`src/rtl/matrix_wb_arbiter.sv`:
```
// Two-master, one-slave pipelined Wishbone arbiter for the 8x8 LED matrix
// register slave. Master 0 is the CPU bus bridge, master 1 the animation engine.
//
// The grant is held for the whole bus cycle (cyc high). When several masters
// are waiting, round-robin arbitration picks the next one.
// Accepted requests are counted per grant. The count limits how many may be
// outstanding, and it filters slave acks that belong to no request.
//
// Ports:
//   clk, reset             clock, synchronous active-high reset
//   i_mN_wb_*              master N request (cyc, stb, we, addr, sel, wdata)
//   o_mN_wb_*              master N response (ack, stall, rdata)
//   o_s_wb_*               request muxed to the slave
//   i_s_wb_*               slave response (ack, stall, rdata)
//   o_grant                one-hot registered grant (bit0 = m0, bit1 = m1)
//   o_timeout              synthetic-ack pulse (only with MATRIX_ARB_TIMEOUT_EN)
//
// Optional feature: define MATRIX_ARB_TIMEOUT_EN to add a slave-response
// timeout. It returns a synthetic ack (rdata 0) after TIMEOUT_CYCLES stuck cycles.
// MAX_OUTSTANDING must be in the range 1..15.

module matrix_wb_arbiter #(
    parameter int WB_DATA_WIDTH   = 32,
    parameter int WB_ADDR_WIDTH   = 3,
    parameter int WB_SEL_WIDTH    = WB_DATA_WIDTH / 8,
    parameter int MAX_OUTSTANDING = 2,
    parameter int TIMEOUT_CYCLES  = 255
) (
    input  logic                     clk,
    input  logic                     reset,

    input  logic                     i_m0_wb_cyc,
    input  logic                     i_m0_wb_stb,
    input  logic                     i_m0_wb_we,
    input  logic [WB_ADDR_WIDTH-1:0] i_m0_wb_addr,
    input  logic [WB_SEL_WIDTH-1:0]  i_m0_wb_sel,
    input  logic [WB_DATA_WIDTH-1:0] i_m0_wb_wdata,
    output logic                     o_m0_wb_ack,
    output logic                     o_m0_wb_stall,
    output logic [WB_DATA_WIDTH-1:0] o_m0_wb_rdata,

    input  logic                     i_m1_wb_cyc,
    input  logic                     i_m1_wb_stb,
    input  logic                     i_m1_wb_we,
    input  logic [WB_ADDR_WIDTH-1:0] i_m1_wb_addr,
    input  logic [WB_SEL_WIDTH-1:0]  i_m1_wb_sel,
    input  logic [WB_DATA_WIDTH-1:0] i_m1_wb_wdata,
    output logic                     o_m1_wb_ack,
    output logic                     o_m1_wb_stall,
    output logic [WB_DATA_WIDTH-1:0] o_m1_wb_rdata,

    output logic                     o_s_wb_cyc,
    output logic                     o_s_wb_stb,
    output logic                     o_s_wb_we,
    output logic [WB_ADDR_WIDTH-1:0] o_s_wb_addr,
    output logic [WB_SEL_WIDTH-1:0]  o_s_wb_sel,
    output logic [WB_DATA_WIDTH-1:0] o_s_wb_wdata,
    input  logic                     i_s_wb_ack,
    input  logic                     i_s_wb_stall,
    input  logic [WB_DATA_WIDTH-1:0] i_s_wb_rdata,

    output logic [1:0]               o_grant
`ifdef MATRIX_ARB_TIMEOUT_EN
    ,
    output logic                     o_timeout
`endif
);

    localparam int CW = $clog2(MAX_OUTSTANDING + 1);
    localparam logic [CW-1:0] MAX_CNT = CW'(MAX_OUTSTANDING);

    typedef enum logic [1:0] {
        IDLE   = 2'd0,
        GRANT0 = 2'd1,
        GRANT1 = 2'd2
    } state_t;

    state_t          state;
    state_t          state_nxt;
    logic            last;
    logic            last_nxt;
    logic [CW-1:0]   cnt;
    logic [CW-1:0]   cnt_nxt;

    logic            granted;
    logic            sel1;
    logic            m_cyc;
    logic            m_stb;
    logic            m_we;
    logic [WB_ADDR_WIDTH-1:0] m_addr;
    logic [WB_SEL_WIDTH-1:0]  m_sel;
    logic [WB_DATA_WIDTH-1:0] m_wdata;

    logic            cnt_nz;
    logic            limit;
    logic            ack_ok;
    logic            tmo;
    logic            accept;
    logic            dec;
    logic            release_grant;

    assign granted = (state != IDLE);
    assign sel1    = (state == GRANT1);

    assign m_cyc   = sel1 ? i_m1_wb_cyc   : i_m0_wb_cyc;
    assign m_stb   = sel1 ? i_m1_wb_stb   : i_m0_wb_stb;
    assign m_we    = sel1 ? i_m1_wb_we    : i_m0_wb_we;
    assign m_addr  = sel1 ? i_m1_wb_addr  : i_m0_wb_addr;
    assign m_sel   = sel1 ? i_m1_wb_sel   : i_m0_wb_sel;
    assign m_wdata = sel1 ? i_m1_wb_wdata : i_m0_wb_wdata;

    assign cnt_nz  = (cnt != '0);
    assign limit   = granted && (cnt == MAX_CNT);

    // Acks are forwarded only while a request is outstanding.
    // Any other ack is stray and is dropped.
    assign ack_ok  = granted && i_s_wb_ack && cnt_nz;
    assign accept  = o_s_wb_stb && !i_s_wb_stall;
    assign dec     = ack_ok || tmo;
    assign release_grant = granted && !m_cyc;

    assign o_grant = {state == GRANT1, state == GRANT0};

`ifdef MATRIX_ARB_TIMEOUT_EN
    localparam int TW = $clog2(TIMEOUT_CYCLES + 1);
    localparam logic [TW-1:0] TMO_MAX = TW'(TIMEOUT_CYCLES);

    logic [TW-1:0] tcnt;

    assign tmo = granted && cnt_nz && !i_s_wb_ack && (tcnt == TMO_MAX);
    assign o_timeout = tmo;

    always_ff @(posedge clk) begin
        if (reset) begin
            tcnt <= '0;
        end else if (!granted || release_grant || i_s_wb_ack || tmo || !cnt_nz) begin
            tcnt <= '0;
        end else begin
            tcnt <= tcnt + TW'(1);
        end
    end
`else
    assign tmo = 1'b0;
`endif

    // Slave side: the granted master's request, with stb masked at the limit.
    always_comb begin
        o_s_wb_cyc   = 1'b0;
        o_s_wb_stb   = 1'b0;
        o_s_wb_we    = 1'b0;
        o_s_wb_addr  = '0;
        o_s_wb_sel   = '0;
        o_s_wb_wdata = '0;
        if (granted) begin
            o_s_wb_cyc   = m_cyc;
            o_s_wb_stb   = m_cyc && m_stb && !limit;
            o_s_wb_we    = m_we;
            o_s_wb_addr  = m_addr;
            o_s_wb_sel   = m_sel;
            o_s_wb_wdata = m_wdata;
        end
    end

    // Master side: only the granted master sees the slave.
    // The other master is held stalled.
    always_comb begin
        o_m0_wb_ack   = 1'b0;
        o_m0_wb_stall = 1'b1;
        o_m0_wb_rdata = '0;
        o_m1_wb_ack   = 1'b0;
        o_m1_wb_stall = 1'b1;
        o_m1_wb_rdata = '0;
        if (state == GRANT0) begin
            o_m0_wb_ack   = ack_ok || tmo;
            o_m0_wb_stall = i_s_wb_stall || limit;
            o_m0_wb_rdata = tmo ? '0 : i_s_wb_rdata;
        end else if (state == GRANT1) begin
            o_m1_wb_ack   = ack_ok || tmo;
            o_m1_wb_stall = i_s_wb_stall || limit;
            o_m1_wb_rdata = tmo ? '0 : i_s_wb_rdata;
        end
    end

    // Next state. On a tie the master that was not served last wins.
    always_comb begin
        state_nxt = state;
        last_nxt  = last;
        unique case (state)
            IDLE: begin
                if (i_m0_wb_cyc && (!i_m1_wb_cyc || last)) begin
                    state_nxt = GRANT0;
                    last_nxt  = 1'b0;
                end else if (i_m1_wb_cyc) begin
                    state_nxt = GRANT1;
                    last_nxt  = 1'b1;
                end
            end
            GRANT0: begin
                if (!i_m0_wb_cyc) state_nxt = IDLE;
            end
            GRANT1: begin
                if (!i_m1_wb_cyc) state_nxt = IDLE;
            end
            default: state_nxt = IDLE;
        endcase
    end

    // Outstanding count. An accept and an ack in the same cycle leave it unchanged.
    always_comb begin
        cnt_nxt = cnt;
        if (release_grant) begin
            cnt_nxt = '0;
        end else if (accept && !dec) begin
            cnt_nxt = cnt + CW'(1);
        end else if (dec && !accept) begin
            cnt_nxt = cnt - CW'(1);
        end
    end

    always_ff @(posedge clk) begin
        if (reset) begin
            state <= IDLE;
            last  <= 1'b1;
            cnt   <= '0;
        end else begin
            state <= state_nxt;
            last  <= last_nxt;
            cnt   <= cnt_nxt;
        end
    end

    // The count must never wrap in either direction.
    always_ff @(posedge clk) begin
        if (!reset) begin
            assert (!(dec && !cnt_nz));
            assert (!(accept && (cnt == MAX_CNT)));
        end
    end

endmodule

```
`config.mk`:
```
export PLATFORM = sky130hd
export DESIGN_NAME = matrix_wb_arbiter
export DESIGN_NICKNAME = d
export VERILOG_FILES = /design/src/rtl/matrix_wb_arbiter.sv
export SDC_FILE = /design/constraint.sdc
export NUM_CORES = 1
export LEC_CHECK = 0
export ABC_CLOCK_PERIOD_IN_PS = 2450
export CAP_MARGIN = 5
export CORE_AREA = 2 2 89 91
export DETAILED_ROUTE_END_ITERATION = 16
export DIE_AREA = 0 0 91 93
export PLACE_DENSITY = 0.69
export SKIP_LAST_GASP = 1
export SYNTH_ARGS = -nofsm -noshare
export SYNTH_HDL_FRONTEND = slang
export SYNTH_SLANG_ARGS = --single-unit
```
`constraint.sdc`:
```
create_clock -name clk -period 2.45 [get_ports clk]
set_clock_uncertainty 0.2 [all_clocks]
set_input_delay 0.6125 -clock clk [delete_from_list [all_inputs] [get_ports clk]]
set_output_delay 0.6125 -clock clk [all_outputs]
set_load 0.005 [all_outputs]
```
# == Word level (Yosys, flattened, before mapping) ==
# Cells that the tools add are included.
# word_totals
reg_bits,5
in_bits,120
out_inout_bits,112
# classes
addsub,2
n_eq_ne,6
muxes,30
n_reduce_logical,26
# ops
cell,n
two-way mux 32 bit,5
two-way mux 1 bit,14
two-way mux 2 bit,6
logical AND 1 bit,10
two-way mux 4 bit,2
nonzero test 2 bit,4
zero test 1 bit,6
two-way mux 3 bit,2
case mux 2 bit (3 select lines),1
"equality test 2 bit, second input constant",2
"!= test 2 bit, second input constant",2
"!= test 3 bit, second input constant",1
AND reduction 3 bit,1
"adder 2 x 1 -> 2 bit, second input constant",1
"equality test 2 x 1 -> 1 bit, second input constant",1
zero test 2 bit,1
logical OR 1 bit,2
AND reduction 2 bit,1
OR reduction 2 bit,1
"subtractor 2 x 1 -> 2 bit, second input constant",1

# == Longest topological paths before layout ==
# logic_depth
word_depth,10
ltp_mapped,8
ltp_nobuf,7

# == Worst setup path after synthesis ==
# No wires, ideal clock.
# synth_timing
kind,input -> register
start,input port i_s_wb_ack
end,register cnt[1]
setup_ns,0.103
arrival_time_ns,1.994
t_required_ns,2.147
path_slack_ns,0.152
cell_stages,5
path_buffers,0
cell_sequence,o21ai_0 -> or2_2 -> ha_1 -> or3_1 -> a2111oi_2
# synth_between
elab_chain_len,5
word_cells_on_any_way,7
cone_classes,mux (1); reduce/logical (6)
# synth_rtl
element,line_no,rtl
start: declaration,58,"input logic i_s_wb_ack,"
logical AND 1 bit (*) (2 in a row),117,assign ack_ok = granted && i_s_wb_ack && cnt_nz;
zero test 1 bit,213,end else if (accept && !dec) begin
logical AND 1 bit,213,
two-way mux 2 bit / nonzero test 2 bit (equally long branches),--,
end signal: assignment,228,cnt <= cnt_nxt;
end: declaration,82,logic [CW-1:0] cnt;
# Every way passes the cells marked *; elsewhere a longest branch is shown, timed or not.
# A chain may end at the register's enable or synchronous reset.

# == Final worst setup path ==
# layout_timing
start,input port i_m0_wb_wdata[5]
end,output port o_s_wb_wdata[5]
# layout_between
elab_chain_len,2
# layout_rtl
element,line_no,rtl
start: declaration,37,"input logic [WB_DATA_WIDTH-1:0] i_m0_wb_wdata,"
two-way mux 32 bit,110,assign m_wdata = sel1 ? i_m1_wb_wdata : i_m0_wb_wdata;
two-way mux 32 bit,154,if (granted) begin
end: declaration,57,"output logic [WB_DATA_WIDTH-1:0] o_s_wb_wdata,"
# No other way between the ends.

==> impl_metrics.tcl <==
set metrics [dict create \
    numCtsBuffers 3 \
    p_sw_mw 0.236 \
    fp.coreArea_um2 7530 \
    final_nets 522 \
    antenna_found_initial 0 \
    syn_avg_cell_area_um2 7.11 \
    clkLatencyLatePin_ns 0.22 \
    hold-path-cell-count 1 \
    first_pass_iters 4 \
    cts-root-buf "clkbuf_8" \
    cap_violations 0 \
    clkPwrFrac_pct 19.3 \
    pwr-share-comb_pct 69.1 \
    ys_ff_latch 5 \
    place.gp.congestion 0.779 \
    cp-end-kind "primary output" \
    placementRows 32 \
    wl_mm 9.00 \
    ys_types 30 \
    r2r_end "cnt[1]" \
    cp.required_ns 1.64 \
    leakage_nw 1.89 \
    period_share_pct 98.1 \
    ys_top_cells_by_area "and2_1, a22o_1, dfxtp_1" \
    syn_area_um2 1160 \
    fillCellCount 758 \
    num_vias 2202 \
    start_util_pct 15.4 \
    power_density_nw_per_um2 214 \
    crit_path_max_fanout 1 \
    hold_start "last" \
    synth_ff_type "dfxtp_1" \
    swShare_pct 29.6 \
    synth_top_cell_area_share_pct 34.6 \
    cp_data_arrival_time_ns 1.59 \
    synth_edf_count 0 \
    r2r_slack_ns 0.21 \
    htree_levels 1 \
    outcome "finished clean" \
    yosys_warnings 0 \
    placed_cell_area_um2 3640 \
    fp.dieH_um 93 \
    final_core_util_pct 49.7 \
    clockBufferDepth 2 \
    drv_slew 0 \
    fmax_mhz 416 \
    finalPower_mw 0.799 \
    diodes 0 \
    drt_iter0_markers 38 \
    finalInstanceArea_um2 3740 \
    period_minus_slack_ns 2.40 \
    dieWidth_um 91 \
    setup_violations 0 \
    final_layout_size_suffix_gt1_share_pct 9.00 \
    grt_pass1_wl_mm 12.7 \
    grtUsageTotal_pct 19.0 \
    finalSetupTns_ns 0 \
    syn_inst 163 \
    max_slew.worst_pin.slew_ns 0.258 \
    final_hold_viol_count 0 \
    cts_sinks 5 \
    vdd_drop_max_mv 0.280 \
    p_seq_share_pct 11.7 \
    grt_start_max_net_pins 49 \
    reg2reg_depth 8 \
    synth_nets 284 \
    p_int_mw 0.563 \
    rsz0062_at_grt "yes" \
    via_per_inst 4.39 \
    synth_top_area_cell "and2_1" \
    hpwlAfterDp_mm 7.13 \
    synth_seq_area_share_pct 8.64 \
    wl_per_cell_um 17.9 \
    startpoint_type "input port" \
    grt_pass1_vias 2252 \
    worst_hold_path_type "flop to flop" \
    r2r-start "state[1]" \
    ant_nets 0 \
    numPortBuffers 231 \
    cts_tree "yes" \
    io_pins 232 \
    path_clk_slew_ns 0.03 \
    area_growth_pct 223 \
    slew_headroom_pct 82.8 \
    overflow 0 \
    path_class "input port to primary output" \
    min_to "state[1]" \
    drcViolationCount 0 \
    async_flop_share_pct 0 \
    dieArea_um2 8460 \
]
-- registers in the layout, summed over array words and instances, names as in the netlist --
name	cells
state	2
cnt	2
last	1
-- worst max-delay path by stage --
stage                           from                to  slack (ns)  depth (start not counted)
floorplan                 i_s_wb_ack            cnt[1]        0.15                          5
global placement         i_m1_wb_cyc            cnt[1]       -0.37                          7
detailed placement       i_m1_wb_cyc            cnt[1]       -0.40                          7
CTS                         state[0]  o_m0_wb_rdata[0]       -0.03                          4
global route             i_m0_wb_stb            cnt[1]       -0.06                          7
finish              i_m0_wb_wdata[5]   o_s_wb_wdata[5]        0.05                          3
-- critical path, cell delays in order --
cell,delay (ns)
clkdlybuf4s50_1,0.43
a22o_1,0.25
dlygate4sd2_1,0.30
-- cells in the final DEF, fill, tap and decap left out, types with 2 or more instances in the layout --
cell             netlist  layout
o21ai_0                3       2
dfxtp_1                5       3
a22o_1                40      40
nor2b_1                3       2
dlygate4sd2_1          0     107
and2_1                64      63
buf_6                  0       2
nor2_1                 6       5
xor2_1                 2       2
clkbuf_16              0       3
buf_12                 0       3
nand2_1                4       4
buf_4                  2       9
clkbuf_8               0       3
buf_8                  0       2
clkdlybuf4s50_1        0     123
-- cell type report --
cell class                 count  area (um2)  area share, %
multi-input combinational    139        1010           27.0
clock buffer                   4        45.0           1.21
tap                          102         128           3.41
timing repair buffer         250        2430           65.1
inverter                       2        15.0          0.402
sequential                     5         105           2.81
-- cells in the mapped netlist, types with 2 or more instances --
master / count
a22o_1: 40
and2_1: 64
buf_2: 5
buf_4: 2
clkbuf_1: 8
dfxtp_1: 5
inv_1: 2
nand2_1: 4
nand2b_1: 2
nor2_1: 6
nor2b_1: 3
o21ai_0: 3
xor2_1: 2
-- routing by layer --
layer / vias up / global-route usage [%] / wire length, um
met5: - / 0 / 0
met4: 0 / 1.77 / 49
met2: 130 / 33.8 / 4370
met3: 4 / 9.59 / 1110
met1: 1011 / 21.3 / 3470
li1: 1057 / - / -
-- power by group through the flow --
stage / clock network, mW / registers (mW) / logic, mW
detailed placement: 0 / 0.0931 / 0.579
floorplan: 0 / 0.0922 / 0.146
CTS: 0.159 / 0.0930 / 0.528
global placement: 0 / 0.0926 / 0.578
finish: 0.154 / 0.0932 / 0.552
global route: 0.167 / 0.0942 / 0.593
-- cells by family after synthesis --
family	count (synthesis)	synth area share, %
compound gates	48	35.2
xor+xnor	2	1.51
simple gates	88	46.1
buf+inv	19	7.45
flops	5	8.64
fa+ha+maj	1	1.08
-- through the flow --
stage,hold slack [ns],setup WS [ns],instances
6_report,0.295,0.0466,502
5_1_grt,0.360,-0.0573,502
4_1_cts,0.301,-0.0257,495
3_5_place_dp,0.305,-0.401,490
3_3_place_gp,0.284,-0.370,490
2_1_floorplan,0.260,0.152,163
-- repair_timing --
action	in CTS	in global routing
endpoints found under the hold margin	0	0
pin swaps	7	0
setup endpoints to repair	111	9
gates cloned	1	3
buffers inserted	0	4
hold buffers	0	0
resized for setup	123	9
(Power assumes the default switching activity.)
